<file path="src/rtl/bubble_sort_pkg.sv">
// Shared constants and types for the bubble sort core.
// Build option: define SORT_DESCEND_EN for largest-first output.
package bubble_sort_pkg;

    localparam int unsigned N_DEF = 16;
    localparam int unsigned DW    = 8;

    typedef logic [DW-1:0] elem_t;

    typedef enum logic [1:0] {
        IDLE,
        LOAD,
        SORT,
        OUTPUT
    } state_e;

endpackage

</file>
<file path="src/rtl/cmp_swap.sv">
// Compare-and-swap cell of the odd-even transposition network.
// Ports:
//   a_i, b_i    : element pair at positions (i, i+1)
//   first_c_o   : value that belongs at position i after the step
//   second_c_o  : value that belongs at position i+1 after the step
// Build option: SORT_DESCEND_EN puts the larger value first.
module cmp_swap
    import bubble_sort_pkg::*;
(
    input  logic [DW-1:0] a_i,
    input  logic [DW-1:0] b_i,
    output logic [DW-1:0] first_c_o,
    output logic [DW-1:0] second_c_o
);

    logic swap_c;

    // Equal values never swap, so duplicates keep their relative order.
`ifdef SORT_DESCEND_EN
    assign swap_c = (a_i < b_i);
`else
    assign swap_c = (a_i > b_i);
`endif

    assign first_c_o  = swap_c ? b_i : a_i;
    assign second_c_o = swap_c ? a_i : b_i;

endmodule

</file>
<file path="src/rtl/bubble_sort_core.sv">
// Serial-in / serial-out block sorter using an odd-even transposition network.
// Ports:
//   clk, rst_n  : clock, asynchronous active-low reset
//   in_valid    : in_data carries an element (accepted in IDLE/LOAD only)
//   in_data     : unsigned element
//   out_valid   : out_data carries a sorted element (registered)
//   out_data    : sorted element, 0 when out_valid is low (registered)
// Build option: SORT_DESCEND_EN selects largest-first output.
module bubble_sort_core
    import bubble_sort_pkg::*;
#(
    parameter int unsigned N = N_DEF
) (
    input  logic       clk,
    input  logic       rst_n,
    input  logic       in_valid,
    input  logic [7:0] in_data,
    output logic       out_valid,
    output logic [7:0] out_data
);

    localparam int unsigned CW = $clog2(N) + 1;
    localparam int unsigned IW = $clog2(N);

    state_e          state_q, state_d;
    logic [CW-1:0]   cnt_q, cnt_d;
    elem_t           elem_q [N];
    elem_t           elem_d [N];
    logic            out_valid_q, out_valid_d;
    logic [7:0]      out_data_q, out_data_d;

    elem_t           first_c  [N-1];
    elem_t           second_c [N-1];

    // One cell per adjacent pair; even pairs fire on even steps, odd pairs on odd steps.
    for (genvar i = 0; i < int'(N) - 1; i++) begin : g_cmp
        cmp_swap u_cmp_swap (
            .a_i        (elem_q[i]),
            .b_i        (elem_q[i+1]),
            .first_c_o  (first_c[i]),
            .second_c_o (second_c[i])
        );
    end

    // Next-state, datapath and output decode.
    always_comb begin
        state_d     = state_q;
        cnt_d       = cnt_q;
        elem_d      = elem_q;
        out_valid_d = 1'b0;
        out_data_d  = 8'd0;

        case (state_q)
            IDLE: begin
                if (in_valid) begin
                    elem_d[0] = in_data;
                    cnt_d     = CW'(1);
                    state_d   = LOAD;
                end
            end
            LOAD: begin
                if (in_valid) begin
                    elem_d[cnt_q[IW-1:0]] = in_data;
                    if (cnt_q == CW'(N - 1)) begin
                        cnt_d   = '0;
                        state_d = SORT;
                    end else begin
                        cnt_d = cnt_q + CW'(1);
                    end
                end
            end
            SORT: begin
                // cnt_q is the step index; its LSB selects the pair phase.
                for (int i = 0; i < int'(N) - 1; i++) begin
                    if (i[0] == cnt_q[0]) begin
                        elem_d[i]   = first_c[i];
                        elem_d[i+1] = second_c[i];
                    end
                end
                if (cnt_q == CW'(N - 1)) begin
                    cnt_d   = '0;
                    state_d = OUTPUT;
                end else begin
                    cnt_d = cnt_q + CW'(1);
                end
            end
            OUTPUT: begin
                // Count N emits, then one extra cycle to drop out_valid before re-arming.
                if (cnt_q == CW'(N)) begin
                    cnt_d   = '0;
                    state_d = IDLE;
                end else begin
                    out_valid_d = 1'b1;
                    out_data_d  = elem_q[cnt_q[IW-1:0]];
                    cnt_d       = cnt_q + CW'(1);
                end
            end
            default: begin
                cnt_d   = '0;
                state_d = IDLE;
            end
        endcase
    end

    // State, storage and output registers.
    always_ff @(posedge clk or negedge rst_n) begin
        if (!rst_n) begin
            state_q     <= IDLE;
            cnt_q       <= '0;
            out_valid_q <= 1'b0;
            out_data_q  <= 8'd0;
            for (int i = 0; i < int'(N); i++) begin
                elem_q[i] <= '0;
            end
        end else begin
            state_q     <= state_d;
            cnt_q       <= cnt_d;
            out_valid_q <= out_valid_d;
            out_data_q  <= out_data_d;
            elem_q      <= elem_d;
        end
    end

    assign out_valid = out_valid_q;
    assign out_data  = out_data_q;

endmodule

</file>
<file path="config.mk">
export PLATFORM = sky130hd
export DESIGN_NAME = bubble_sort_core
export DESIGN_NICKNAME = d
export VERILOG_FILES = /design/src/rtl/bubble_sort_pkg.sv /design/src/rtl/cmp_swap.sv /design/src/rtl/bubble_sort_core.sv
export SDC_FILE = /design/constraint.sdc
export NUM_CORES = 1
export LEC_CHECK = 0
export CAP_MARGIN = 25
export CORE_MARGIN = 1.5
export CORE_UTILIZATION = 55
export DETAILED_ROUTE_END_ITERATION = 7
export GPL_TIMING_DRIVEN = 1
export PLACE_DENSITY = 0.79
export SLEW_MARGIN = 10
export SYNTH_ARGS = -nofsm -noshare
export SYNTH_HDL_FRONTEND = slang
export SYNTH_SLANG_ARGS = --single-unit
export TNS_END_PERCENT = 30
</file>
<file path="constraint.sdc">
create_clock -name clk -period 2.65 [get_ports clk]
set_input_delay 0.795 -clock clk [delete_from_list [all_inputs] [get_ports clk]]
set_output_delay 0.795 -clock clk [all_outputs]
set_load 0.01 [all_outputs]
</file>
==> flow_metrics.env <==
export IMPL_p_leak_nw=6.19
export IMPL_syn_area_um2=12500
export IMPL_path_max_fanout=9
export IMPL_gr_total_overflow=0
export IMPL_synth_area_mux_share=0.245
export IMPL_ys_async_sr_fraction=1.00
export IMPL_dr_total_vias=11100
export IMPL_grt_antenna_before_repair=0
export IMPL_postCtsSetupBuffers=0
export IMPL_cts_max_level=4
export IMPL_grt_max_degree=59
export IMPL_io_buffers=19
export IMPL_synth_top_area_frac=0.288
export IMPL_n_antenna_cell=0
export IMPL_firstDrtPassIters=6
export IMPL_synthAdderAreaFrac=0.130
export IMPL_start_util=0.567
export IMPL_fin_crit_ns=2.52
export IMPL_clkSinkCount=144
export IMPL_grt_pass1_wl_mm=61.7
export IMPL_ys_top_cells_by_count="mux2i_1, nor2_1, dfrtp_1, a21oi_1, ha_1"
export IMPL_worst_r2r_endpoint="elem_q[118]"
export IMPL_num_rows=54
export IMPL_clk_path_buf_depth=2
export IMPL_clockRootBuffer="clkbuf_16"
export IMPL_die_width_um=154
export IMPL_end_kind="flip-flop"
export IMPL_dp_slack_ns=0.0159
export IMPL_syn_area_per_cell_um2=9.58
export IMPL_ys_top_cells_by_area="dfrtp_1, mux2i_1, ha_1, mux4_2, a21oi_1"
export IMPL_cp_data_arrival_time_ns=2.84
export IMPL_cts_made_buffers=17
export IMPL_gp_congestion=0.966
export IMPL_rrSetupSlack_ns=0.13
export IMPL_utilization=0.643
export IMPL_p_per_area_nw_per_um2=1360
export IMPL_setup_violations=0
export IMPL_ys_warn_count=0
export IMPL_fin_nets=1511
export IMPL_hold_class="input pin to asynchronous set/reset pin"
export IMPL_drc=0
export IMPL_die_y_um=154
export IMPL_hold_worst_slack_ns=0.260
export IMPL_cts_hold_buf=0
export IMPL_cts_resized=0
export IMPL_totalNegativeSetupSlack_ns=0
export IMPL_ant_nets=0
export IMPL_vias_per_cell=6.67
export IMPL_setup_worst_path_class="flip-flop to flip-flop"
export IMPL_synth_compound_area_frac=0.168
export IMPL_core_area_um2=22000
export IMPL_clk_insertion_delay_late_ns=0.44
export IMPL_relSlewSlack=0.567
export IMPL_wl_per_cell_um=23.2
export IMPL_yosysTopAreaCell="dfrtp_1"
export IMPL_syn_num_nets=1446
export IMPL_worst_path_max_delay_cell="dfrtp_1"
export IMPL_area_delta_synth_final_pct=13.4
export IMPL_synth_top_family_by_area="multiplexers"
export IMPL_cp_num_buf_inv=2
export IMPL_yosysSeqAreaShare=0.288
export IMPL_cp_required_ns=2.97
export IMPL_synth_seq_cells=144
export IMPL_critical_path_max_stage_delay_ns=0.50
export IMPL_fmax_mhz=396
export IMPL_fin_worst_skew_ns=0.0116
export IMPL_drive_above_1_share=0.148
export IMPL_path_clk_slew_ns=0.06
export IMPL_timing_rr_start="elem_q[118]"
export IMPL_rsz0062_at_grt="no"
export IMPL_synth_most_common_cell="mux2i_1"
export IMPL_timing_hold_violations_final=0
export IMPL_slew_violations=0
export IMPL_postSynthCellCount=1305
export IMPL_io_pins=20
export IMPL_start_kind="flip-flop"
export IMPL_yosysUniqueCellTypes=52
export IMPL_finalCritPeriodShare=0.952
export IMPL_detail_route_iter0_violations=1335
export IMPL_critPathTopFamily="compound AO/OA/AOI/OAI gates"
export IMPL_tightest_slew_ns=0.649
export IMPL_synth_edff_count=0
export IMPL_maxCapViolCount=0
export IMPL_cts_tree="built"
export IMPL_fin_total_pwr_w=0.0192
export IMPL_fillCellCount=1695
export IMPL_ir_drop_mv=0.650
export IMPL_synth_simple_gate_area_frac=0.0997
export IMPL_dieArea_um2=23600
export IMPL_finalWorstSetupSlack_ns=0.128
export IMPL_status="finished, final reports clean"
export IMPL_grt_pass1_vias=11100
export IMPL_grt_usage=0.337
export IMPL_cpMostUsedCell="nor2_1"
export IMPL_path_cells="inv_1, ha_1, nand4_1, nor2_1, nor2_1, o31ai_4, buf_4, a211o_1, a311oi_2"
export IMPL_dpl_hpwl_mm=27.8
export IMPL_synthXorXnorAreaFrac=0
export IMPL_routed_wl_mm=38.6
export IMPL_r2r_cells=9
export IMPL_synthFlopType="dfrtp_1"
[final cells by class]
cell class | instances | area, um2 | area share
Sequential cell | 144 | 3610 | 0.255
Clock inverter | 9 | 154 | 0.0109
Tap cell | 280 | 350 | 0.0247
Multi-Input combinational cell | 958 | 8040 | 0.568
Inverter | 133 | 499 | 0.0352
Timing Repair Buffer | 116 | 1030 | 0.0729
Clock buffer | 23 | 478 | 0.0337
[layout by cell type (no fill, tap or decap), types with 3 or more instances in the layout]
cell / count
a21o_1: 3
inv_1: 128
o31ai_2: 5
and3_1: 5
bufinv_16: 4
nand3_1: 5
nor2_1: 148
a311oi_2: 7
clkbuf_8: 3
dfrtp_1: 142
nand4_1: 29
o21ai_1: 13
a311oi_1: 9
o21ai_0: 27
clkdlybuf4s50_1: 18
buf_4: 88
nand2_1: 33
nand2b_1: 3
nor2b_1: 35
ha_1: 130
o211ai_1: 23
clkinv_1: 3
clkbuf_1: 3
a22oi_1: 8
a22o_1: 17
a21oi_4: 10
buf_12: 9
a21oi_1: 139
a211oi_1: 16
o221ai_1: 3
clkbuf_16: 17
and2_1: 9
mux2_1: 8
mux4_2: 40
a211o_1: 5
mux2i_1: 207
[power breakdown]
part           internal (W)  total (W)  switching, W  leakage, nW
clock               0.00165    0.00264      0.000991        0.304
sequential          0.00309    0.00452       0.00142         1.85
combinational       0.00528     0.0121       0.00678         4.04
[how the worst max path moves through the flow]
stage,startpoint,end,slack [ns],depth (start not counted)
final,elem_q[118],elem_q[118],0.13,9
after global routing,elem_q[113],elem_q[114],0.04,9
after global placement,in_valid,elem_q[88],0.02,7
after floorplan,cnt_q[1],cnt_q[4],0.35,10
after detailed placement,in_valid,elem_q[88],0.02,7
after CTS,elem_q[113],elem_q[118],0.16,9
[sequential cells by signal, summed over array words and instances, names as in the netlist]
signal     count
out_valid      1
cnt_q          5
out_data       8
elem_q       128
state_q        2
[logic make-up (layout without fill, tap and decap cells)]
logic type	after synthesis	in the layout
AOI/OAI and AO/OA	302	302
adders and majority gates	130	130
buffers and inverters	203	281
DFF	144	144
muxes	255	255
and+or+nand+nor	271	271
[routing by layer]
metal,vias up,global-route usage,part of all wire
met5,-,0,0
li1,4874,-,-
met2,664,0.522,0.45
met3,143,0.0707,0.11
met1,5411,0.455,0.40
met4,0,0.150,0.046
[stage by stage]
stage / instances / instance area (um2)
after floorplan: 1305 / 12500
after global placement: 1631 / 13500
after detailed placement: 1631 / 13500
after CTS: 1663 / 14200
after global routing: 1663 / 14200
final: 1663 / 14200
Power figures use the tool's default switching activity.
